**src/rtl/sync_down_cnt_pkg.sv**
```systemverilog
// Shared definitions for the synchronous counter family: FSM state encodings.
package sync_down_cnt_pkg;

    localparam int unsigned CNT_STATE_W = 2;

    typedef enum logic [CNT_STATE_W-1:0] {
        ST_IDLE    = 2'd0,
        ST_RUN     = 2'd1,
        ST_EXPIRED = 2'd2
    } cnt_state_e;

endpackage

```
**src/rtl/sync_down_cnt.sv**
```systemverilog
// Loadable down counter, falling-edge clocked: counts a preset to zero, then either
// expires (one-shot) or reloads itself (auto-reload, divide-by-(D+1)).
module sync_down_cnt
    import sync_down_cnt_pkg::*;
#(
    parameter int unsigned WIDTH = 3
) (
    input  logic             CLK,
    input  logic             RST,
    input  logic             EN,
    input  logic             LOAD,
    input  logic             AUTO,
    input  logic [WIDTH-1:0] D,
    output logic [WIDTH-1:0] Q,
    output logic             BORROW,
    output logic             DONE
);

    cnt_state_e       state_q, state_d;
    logic [WIDTH-1:0] q_q, q_d;
    logic [WIDTH-1:0] r_q, r_d;
    logic             done_q, done_d;
    logic             zero_c;

    assign zero_c = (q_q == WIDTH'(0));

    // State register: all counter state updates on the falling edge.
    always_ff @(negedge CLK or posedge RST) begin
        if (RST) begin
            state_q <= ST_IDLE;
            q_q     <= WIDTH'(0);
            r_q     <= WIDTH'(0);
            done_q  <= 1'b0;
        end else begin
            state_q <= state_d;
            q_q     <= q_d;
            r_q     <= r_d;
            done_q  <= done_d;
        end
    end

    // Next-state logic; a load always wins, even from the unused encoding.
    always_comb begin
        state_d = state_q;
        q_d     = q_q;
        r_d     = r_q;
        done_d  = done_q;

        if (LOAD) begin
            q_d     = D;
            r_d     = D;
            done_d  = 1'b0;
            state_d = ST_RUN;
        end else begin
            case (state_q)
                ST_IDLE, ST_EXPIRED: begin
                end
                ST_RUN: begin
                    if (EN) begin
                        if (!zero_c) begin
                            q_d = q_q - WIDTH'(1);
                        end else if (AUTO) begin
                            q_d = r_q;
                        end else begin
                            state_d = ST_EXPIRED;
                            done_d  = 1'b1;
                        end
                    end
                end
                default: begin
                    state_d = ST_IDLE;
                end
            endcase
        end
    end

    // Terminal count is combinational so cascaded stages see it on the same edge.
    assign BORROW = (state_q == ST_RUN) & EN & zero_c & ~LOAD;
    assign Q      = q_q;
    assign DONE   = done_q;

endmodule

```
**config.mk**
```make
export PLATFORM = sky130hd
export DESIGN_NAME = sync_down_cnt
export DESIGN_NICKNAME = d
export VERILOG_FILES = /design/src/rtl/sync_down_cnt_pkg.sv /design/src/rtl/sync_down_cnt.sv
export SDC_FILE = /design/constraint.sdc
export NUM_CORES = 1
export LEC_CHECK = 0
export ABC_CLOCK_PERIOD_IN_PS = 3900
export CAP_MARGIN = 10
export CORE_AREA = 8 8 45 47
export DETAILED_ROUTE_END_ITERATION = 7
export DIE_AREA = 0 0 53 55
export PLACE_DENSITY = 0.63
export SYNTH_ARGS = -nofsm -noshare
export SYNTH_HDL_FRONTEND = slang
export SYNTH_SLANG_ARGS = --single-unit
```
**constraint.sdc**
```tcl
create_clock -name CLK -period 3.9 [get_ports CLK]
set_clock_uncertainty 0.15 [all_clocks]
set_input_delay 0.78 -clock CLK [delete_from_list [all_inputs] [get_ports CLK]]
set_output_delay 0.78 -clock CLK [all_outputs]
set_load 0.01 [all_outputs]
```
==> impl_metrics.toml, run 1 <==
[outcome]
status = "complete, but fails checks"
violations = "setup timing"

[floorplanning]
start_util = 0.366
die_w_um = 53
io_pins = 13
core_mm2 = 0.00138
std_cell_rows = 14
die_h_um = 55
dieArea_mm2 = 0.00292

[route]
ant_nets = 0
dr.pass1.iters = 4
drt-initial-drc-count = 11
avgViaCountPerCell = 4.79
vias = 512
wl_um = 1390
wire_per_inst_um = 13.0
drc_errors = 0

[timing]
setup_violations = 1
worstMarginPinSlew_ns = 0.350
relSlewSlack = 0.766
drv_slew = 0
timing.hold.ws_ns = 0.294
setup_ws_ns = -0.274
hold_violations = 0
rsz0062_at_grt = "true"

[yosys]
yosys.area_share.adder = 0.0494
synth_seq_area_share = 0.444
synth_area_um2 = 507
synthMuxAreaShare = 0.0642
synth_edf_count = 0
ys_ff_latch = 9
synth_cell_types = 22
synth_compound_area_frac = 0.190
synthTopCellsByArea = "dfrtn_1, inv_1, ha_1"
yosysWarnings = 0
async_flop_share = 1.00
synth_top_family_by_area = "compound AO/OA/AOI/OAI gates"
syn_avg_cell_area_um2 = 9.74
yosysMostFrequentCell = "dfrtn_1"
synth_xor_area_frac = 0
synthSimpleGateAreaFrac = 0.185
synth_flop_cell = "dfrtn_1"
synth_area_leader_cell = "dfrtn_1"
synth_fp_nets = 62
synth_top_cell_area_share = 0.444
syn_inst = 52
ys_top_cells_by_count = "dfrtn_1, inv_1, nand2_1"

[clocking]
cts_hold_buf = 0
cts_tree = "yes"
insertion_delay_ns = 0.27
clock_path_buffers = 2
clk_pin_slew_ns = 0.05
cts.sinks = 9
htreeDepth = 1
cts_buffers = 3
cts_root_buf = "clkbuf_4"

[power]
report.power.total_mw = 0.331
leakagePower_nw = 0.447
power_density_mw_per_mm2 = 367
ir_drop_uv = 230

[setup_path]
path_class = "reg2out"
crit_path_start_kind = "register"
critPathRequiredTime_ns = 2.97
crit_path_end_kind = "output port"
arrival_ns = 3.24
crit_fanout = 2

[final_layout]
multi_input_area_um2 = 287
fin_area_um2 = 901
fin_cells = 107
fillCellCount = 122
layout-drive-gt1-share = 0.473
area_growth_pct = 77.8
finalNetCount = 102
ff_latch_area_um2 = 225
n_antenna_cell = 0

[hold_path]
hold_class = "reg2reg"

[global_routing]
grt_max_degree = 10
antenna_found_initial = 0
grt_pass1_vias = 536
grt_pass1_wl_um = 2220
grt_usage = 0.102
overflow = 0

[placement]
port_buffers = 12
placed_cell_area_um2 = 782
place_inst = 95
dp_hpwl_um = 956
gp_congestion = 0.723

[run]
drv_cap = 0
## power breakdown
| group | switching, mW | total (mW) | internal (mW) |
|---|---|---|---|
| sequential | 0.00552 | 0.110 | 0.104 |
| combinational | 0.0567 | 0.147 | 0.0905 |
| clock | 0.0361 | 0.0739 | 0.0379 |
| total | 0.0983 | 0.331 | 0.233 |
## layout make-up
cell class | instances | share of cell area
Timing Repair Buffer | 36 | 0.346
Multi-Input combinational cell | 34 | 0.318
Sequential cell | 9 | 0.250
Inverter | 8 | 0.0333
Clock buffer | 3 | 0.0250
Tap cell | 16 | 0.0222
Clock inverter | 1 | 0.00556
## registers in the layout, indices dropped and copies added (netlist names)
register / count
Q: 3
DONE: 1
r_q: 3
state_q: 2
## through the flow
step | setup slack (ns) | utilization | setup TNS, ns
finish | -0.274 | 0.651 | -0.274
global route | -0.337 | 0.651 | -0.390
CTS | -0.275 | 0.604 | -0.275
floorplan | 0.00297 | - | 0
global placement | -0.389 | 0.565 | -1.52
detailed placement | -0.432 | 0.565 | -1.71
## timing repair
action | CTS | global route
setup buffers | 5 | 4
pin swaps | 1 | 1
resized for setup | 20 | 10
cloned | 0 | 0
endpoints found under the setup margin | 5 | 5
## path summary, 6_finish.rpt
path                       slack [ns]  depth (start not counted)             start                  to
max in group asynchronous        0.85                          2               RST    Q[1]$_DFFE_NP0P_
hold / removal                   0.29                          2  DONE$_DFFE_NP0P_    DONE$_DFFE_NP0P_
min in group asynchronous        2.46                          2               RST  r_q[2]$_DFFE_NP0P_
setup / recovery                -0.27                          5  Q[0]$_DFFE_NP0P_              BORROW
setup reg to reg                 2.10                          8  Q[0]$_DFFE_NP0P_    Q[1]$_DFFE_NP0P_
hold reg to reg                  0.29                          2  DONE$_DFFE_NP0P_    DONE$_DFFE_NP0P_
## cell families after synthesis
| group | after synthesis |
|---|---|
| and+or+nand+nor | 16 |
| muxes | 3 |
| buffers and inverters | 9 |
| DFF | 9 |
| adders and majority gates | 2 |
| AOI/OAI and AO/OA | 13 |
## layer usage
layer,part of all wire,vias up,GRT usage
met5,0,-,0
met4,0.0043,0,0.0647
met3,0.029,2,0.0187
met2,0.55,6,0.168
met1,0.42,247,0.119
li1,-,257,-
## placed cells by master, fill, tap and decap left out, drive strengths merged
cell and count:
nor2 2, a211o 2, nand2b 1, clkbuf 3
a2bb2oi 1, inv 8, buf 28, o21ai 5
dlymetal6s2s 1, mux2 2, clkdlybuf4s50 6, a21oi 1
and3b 1, clkinv 1, dlygate4sd2 1, nand2 6
nor2b 3, o311ai 1, a31o 1, o211ai 2
ha 2, nor3b 2, mux2i 1, dfrtn 9
nand3b 1
## worst max-delay path, cell delays in order (launching register included)
cell	delay, ns
dfrtn_1	0.42
inv_2	0.06
ha_4	0.15
nor2b_4	0.12
nor3b_4	0.13
buf_2	0.14
Power figures use the tool's default switching activity.
==> run 2, diff against run 1 <==
--- a/config.mk
+++ b/config.mk
@@ -5,11 +5,11 @@
 export SDC_FILE = /design/constraint.sdc
 export NUM_CORES = 1
 export LEC_CHECK = 0
-export ABC_CLOCK_PERIOD_IN_PS = 3900
+export ABC_CLOCK_PERIOD_IN_PS = 4710
 export CAP_MARGIN = 10
-export CORE_AREA = 8 8 45 47
+export CORE_AREA = 2 2 39 41
 export DETAILED_ROUTE_END_ITERATION = 7
-export DIE_AREA = 0 0 53 55
+export DIE_AREA = 0 0 41 43
 export PLACE_DENSITY = 0.63
 export SYNTH_ARGS = -nofsm -noshare
 export SYNTH_HDL_FRONTEND = slang
==> constraint.sdc (replaced) <==
create_clock -name CLK -period 4.71 [get_ports CLK]
set_clock_uncertainty 0.15 [all_clocks]
set_input_delay 0.942 -clock CLK [delete_from_list [all_inputs] [get_ports CLK]]
set_output_delay 0.942 -clock CLK [all_outputs]
set_load 0.01 [all_outputs]
==> run 2 against run 1 <==
Critical path depth unchanged. Global-route usage increased by 7.9 points. Final area shrank 11%. The flow still finishes with violations (setup timing). Critical path type unchanged. Count of clock-buffer cells in the layout rose by 1.
==> impl_metrics.toml, run 2 (synthesis results as in run 1) <==
[clocking]
cts_tree = "yes"
clk_pin_slew_ns = 0.05
insertion_delay_ns = 0.27
cts_buffers = 3
cts.sinks = 9
cts_root_buf = "clkbuf_4"
htreeDepth = 1
cts_hold_buf = 0
clock_path_buffers = 2

[route]
drt-initial-drc-count = 13
wl_um = 1180
wire_per_inst_um = 11.9
dr.pass1.iters = 4
ant_nets = 0
vias = 473
avgViaCountPerCell = 4.78
drc_errors = 0

[timing]
worstMarginPinSlew_ns = 0.357
setup_violations = 1
relSlewSlack = 0.762
rsz0062_at_grt = "true"
hold_violations = 0
setup_ws_ns = -0.0434
drv_slew = 0

[final_layout]
fillCellCount = 128
n_antenna_cell = 0
fin_area_um2 = 803
area_growth_pct = 58.5
layout-drive-gt1-share = 0.361
mostFrequentLayoutCell = "buf_4"
finalNetCount = 94
final_cell_mix = "buf_4, dfrtn_1, clkdlybuf4s50_1"

[floorplanning]
io_pins = 13
std_cell_rows = 14
die_h_um = 43
dieArea_mm2 = 0.00176
core_mm2 = 0.00138
die_w_um = 41
start_util = 0.366

[setup_path]
max_stage_delay_ns = 0.42
arrival_ns = 3.66
slowest_stage = "dfrtn_1"
path_class = "reg2out"
crit_path_start_kind = "register"
crit_path_end_kind = "output port"
crit_chain = "inv_2 -> ha_4 -> nor2b_4 -> nor3b_2 -> buf_2"
critPathRequiredTime_ns = 3.62
crit_fanout = 2

[power]
report.power.total_mw = 0.246
ir_drop_uv = 163
power_density_mw_per_mm2 = 306
leakagePower_nw = 0.379

[placement]
port_buffers = 12
dp_hpwl_um = 863
placed_cell_area_um2 = 748
gp_congestion = 0.782

[global_routing]
grt_pass1_vias = 487
antenna_found_initial = 0
grt_pass1_wl_um = 2050
grt_max_degree = 10
grt_usage = 0.181
overflow = 0

[outcome]
status = "complete, but fails checks"
violations = "setup timing"

[hold_path]
hold_class = "reg2reg"

[run]
drv_cap = 0
-- run 2: cell types whose count changed in the layout (fill, tap and decap cells not counted) --
| cell | delta |
|---|---|
| o21ai_2 | -1 |
| dlygate4sd2_1 | +2 |
| o21ai_0 | +1 |
| clkinv_2 | -1 |
| nor3b_4 | -2 |
| buf_4 | -5 |
| dlymetal6s2s_1 | -1 |
| clkdlybuf4s50_1 | +2 |
| clkbuf_1 | +1 |
| buf_6 | -6 |
| nor3b_2 | +2 |
-- run 2: area by class of cell --
| cell class | count | area [um2] | area share |
|---|---|---|---|
| Inverter | 8 | 30.0 | 0.0374 |
| Multi-Input combinational cell | 34 | 270 | 0.336 |
| Sequential cell | 9 | 225 | 0.280 |
| Timing Repair Buffer | 28 | 231 | 0.288 |
| Tap cell | 16 | 20.0 | 0.0249 |
| Clock buffer | 4 | 26.3 | 0.0327 |
-- run 2: worst paths after layout --
path	depth (start not counted)	end	start	slack (ns)
worst max-delay path	5	BORROW	Q[0]$_DFFE_NP0P_	-0.04
min in group asynchronous	2	r_q[0]$_DFFE_NP0P_	RST	3.02
worst min-delay path	2	DONE$_DFFE_NP0P_	DONE$_DFFE_NP0P_	0.31
worst max register to register	8	Q[0]$_DFFE_NP0P_	Q[0]$_DFFE_NP0P_	2.95
max in group asynchronous	2	r_q[2]$_DFFE_NP0P_	RST	1.09
worst min register to register	2	DONE$_DFFE_NP0P_	DONE$_DFFE_NP0P_	0.31
-- run 2: worst max-delay path, delay by kind of cell, from the launching register on --
kind	cells	cell delay [ns]
flops	1	0.42
simple gates	2	0.27
buf+inv	2	0.19
fa+ha+maj	1	0.15
-- run 2: timing repair --
action                     in CTS  in global routing
resized for setup              13                  0
buffers inserted                0                  2
pin swaps                       1                  1
setup endpoints to repair       4                  1
-- run 2: per-layer routing --
layer | vias to the layer above | share of wire | global-route usage
li1 | 240 | - | -
met1 | 220 | 0.44 | 0.215
met2 | 11 | 0.50 | 0.263
met3 | 2 | 0.039 | 0.0471
met4 | 0 | 0.013 | 0.140
met5 | - | 0 | 0
-- run 2: metrics by stage --
step	hold WS [ns]	setup slack, ns	utilization	setup TNS, ns	std cells
after global placement	0.296	-0.180	0.541	-0.180	93
after global routing	0.353	-0.0810	0.580	-0.0810	99
after floorplan	0.302	0.111	-	0	52
after detailed placement	0.311	-0.200	0.541	-0.200	93
final	0.306	-0.0434	0.580	-0.0434	99
after CTS	0.315	-0.0464	0.570	-0.0464	97
-- run 2: power breakdown --
group / switching (mW) / internal [mW] / leakage, nW / total [mW]
combinational: 0.0369 / 0.0551 / 0.254 / 0.0921
clock: 0.0296 / 0.0327 / 0.0150 / 0.0623
sequential: 0.00539 / 0.0864 / 0.110 / 0.0918
total: 0.0719 / 0.174 / 0.379 / 0.246
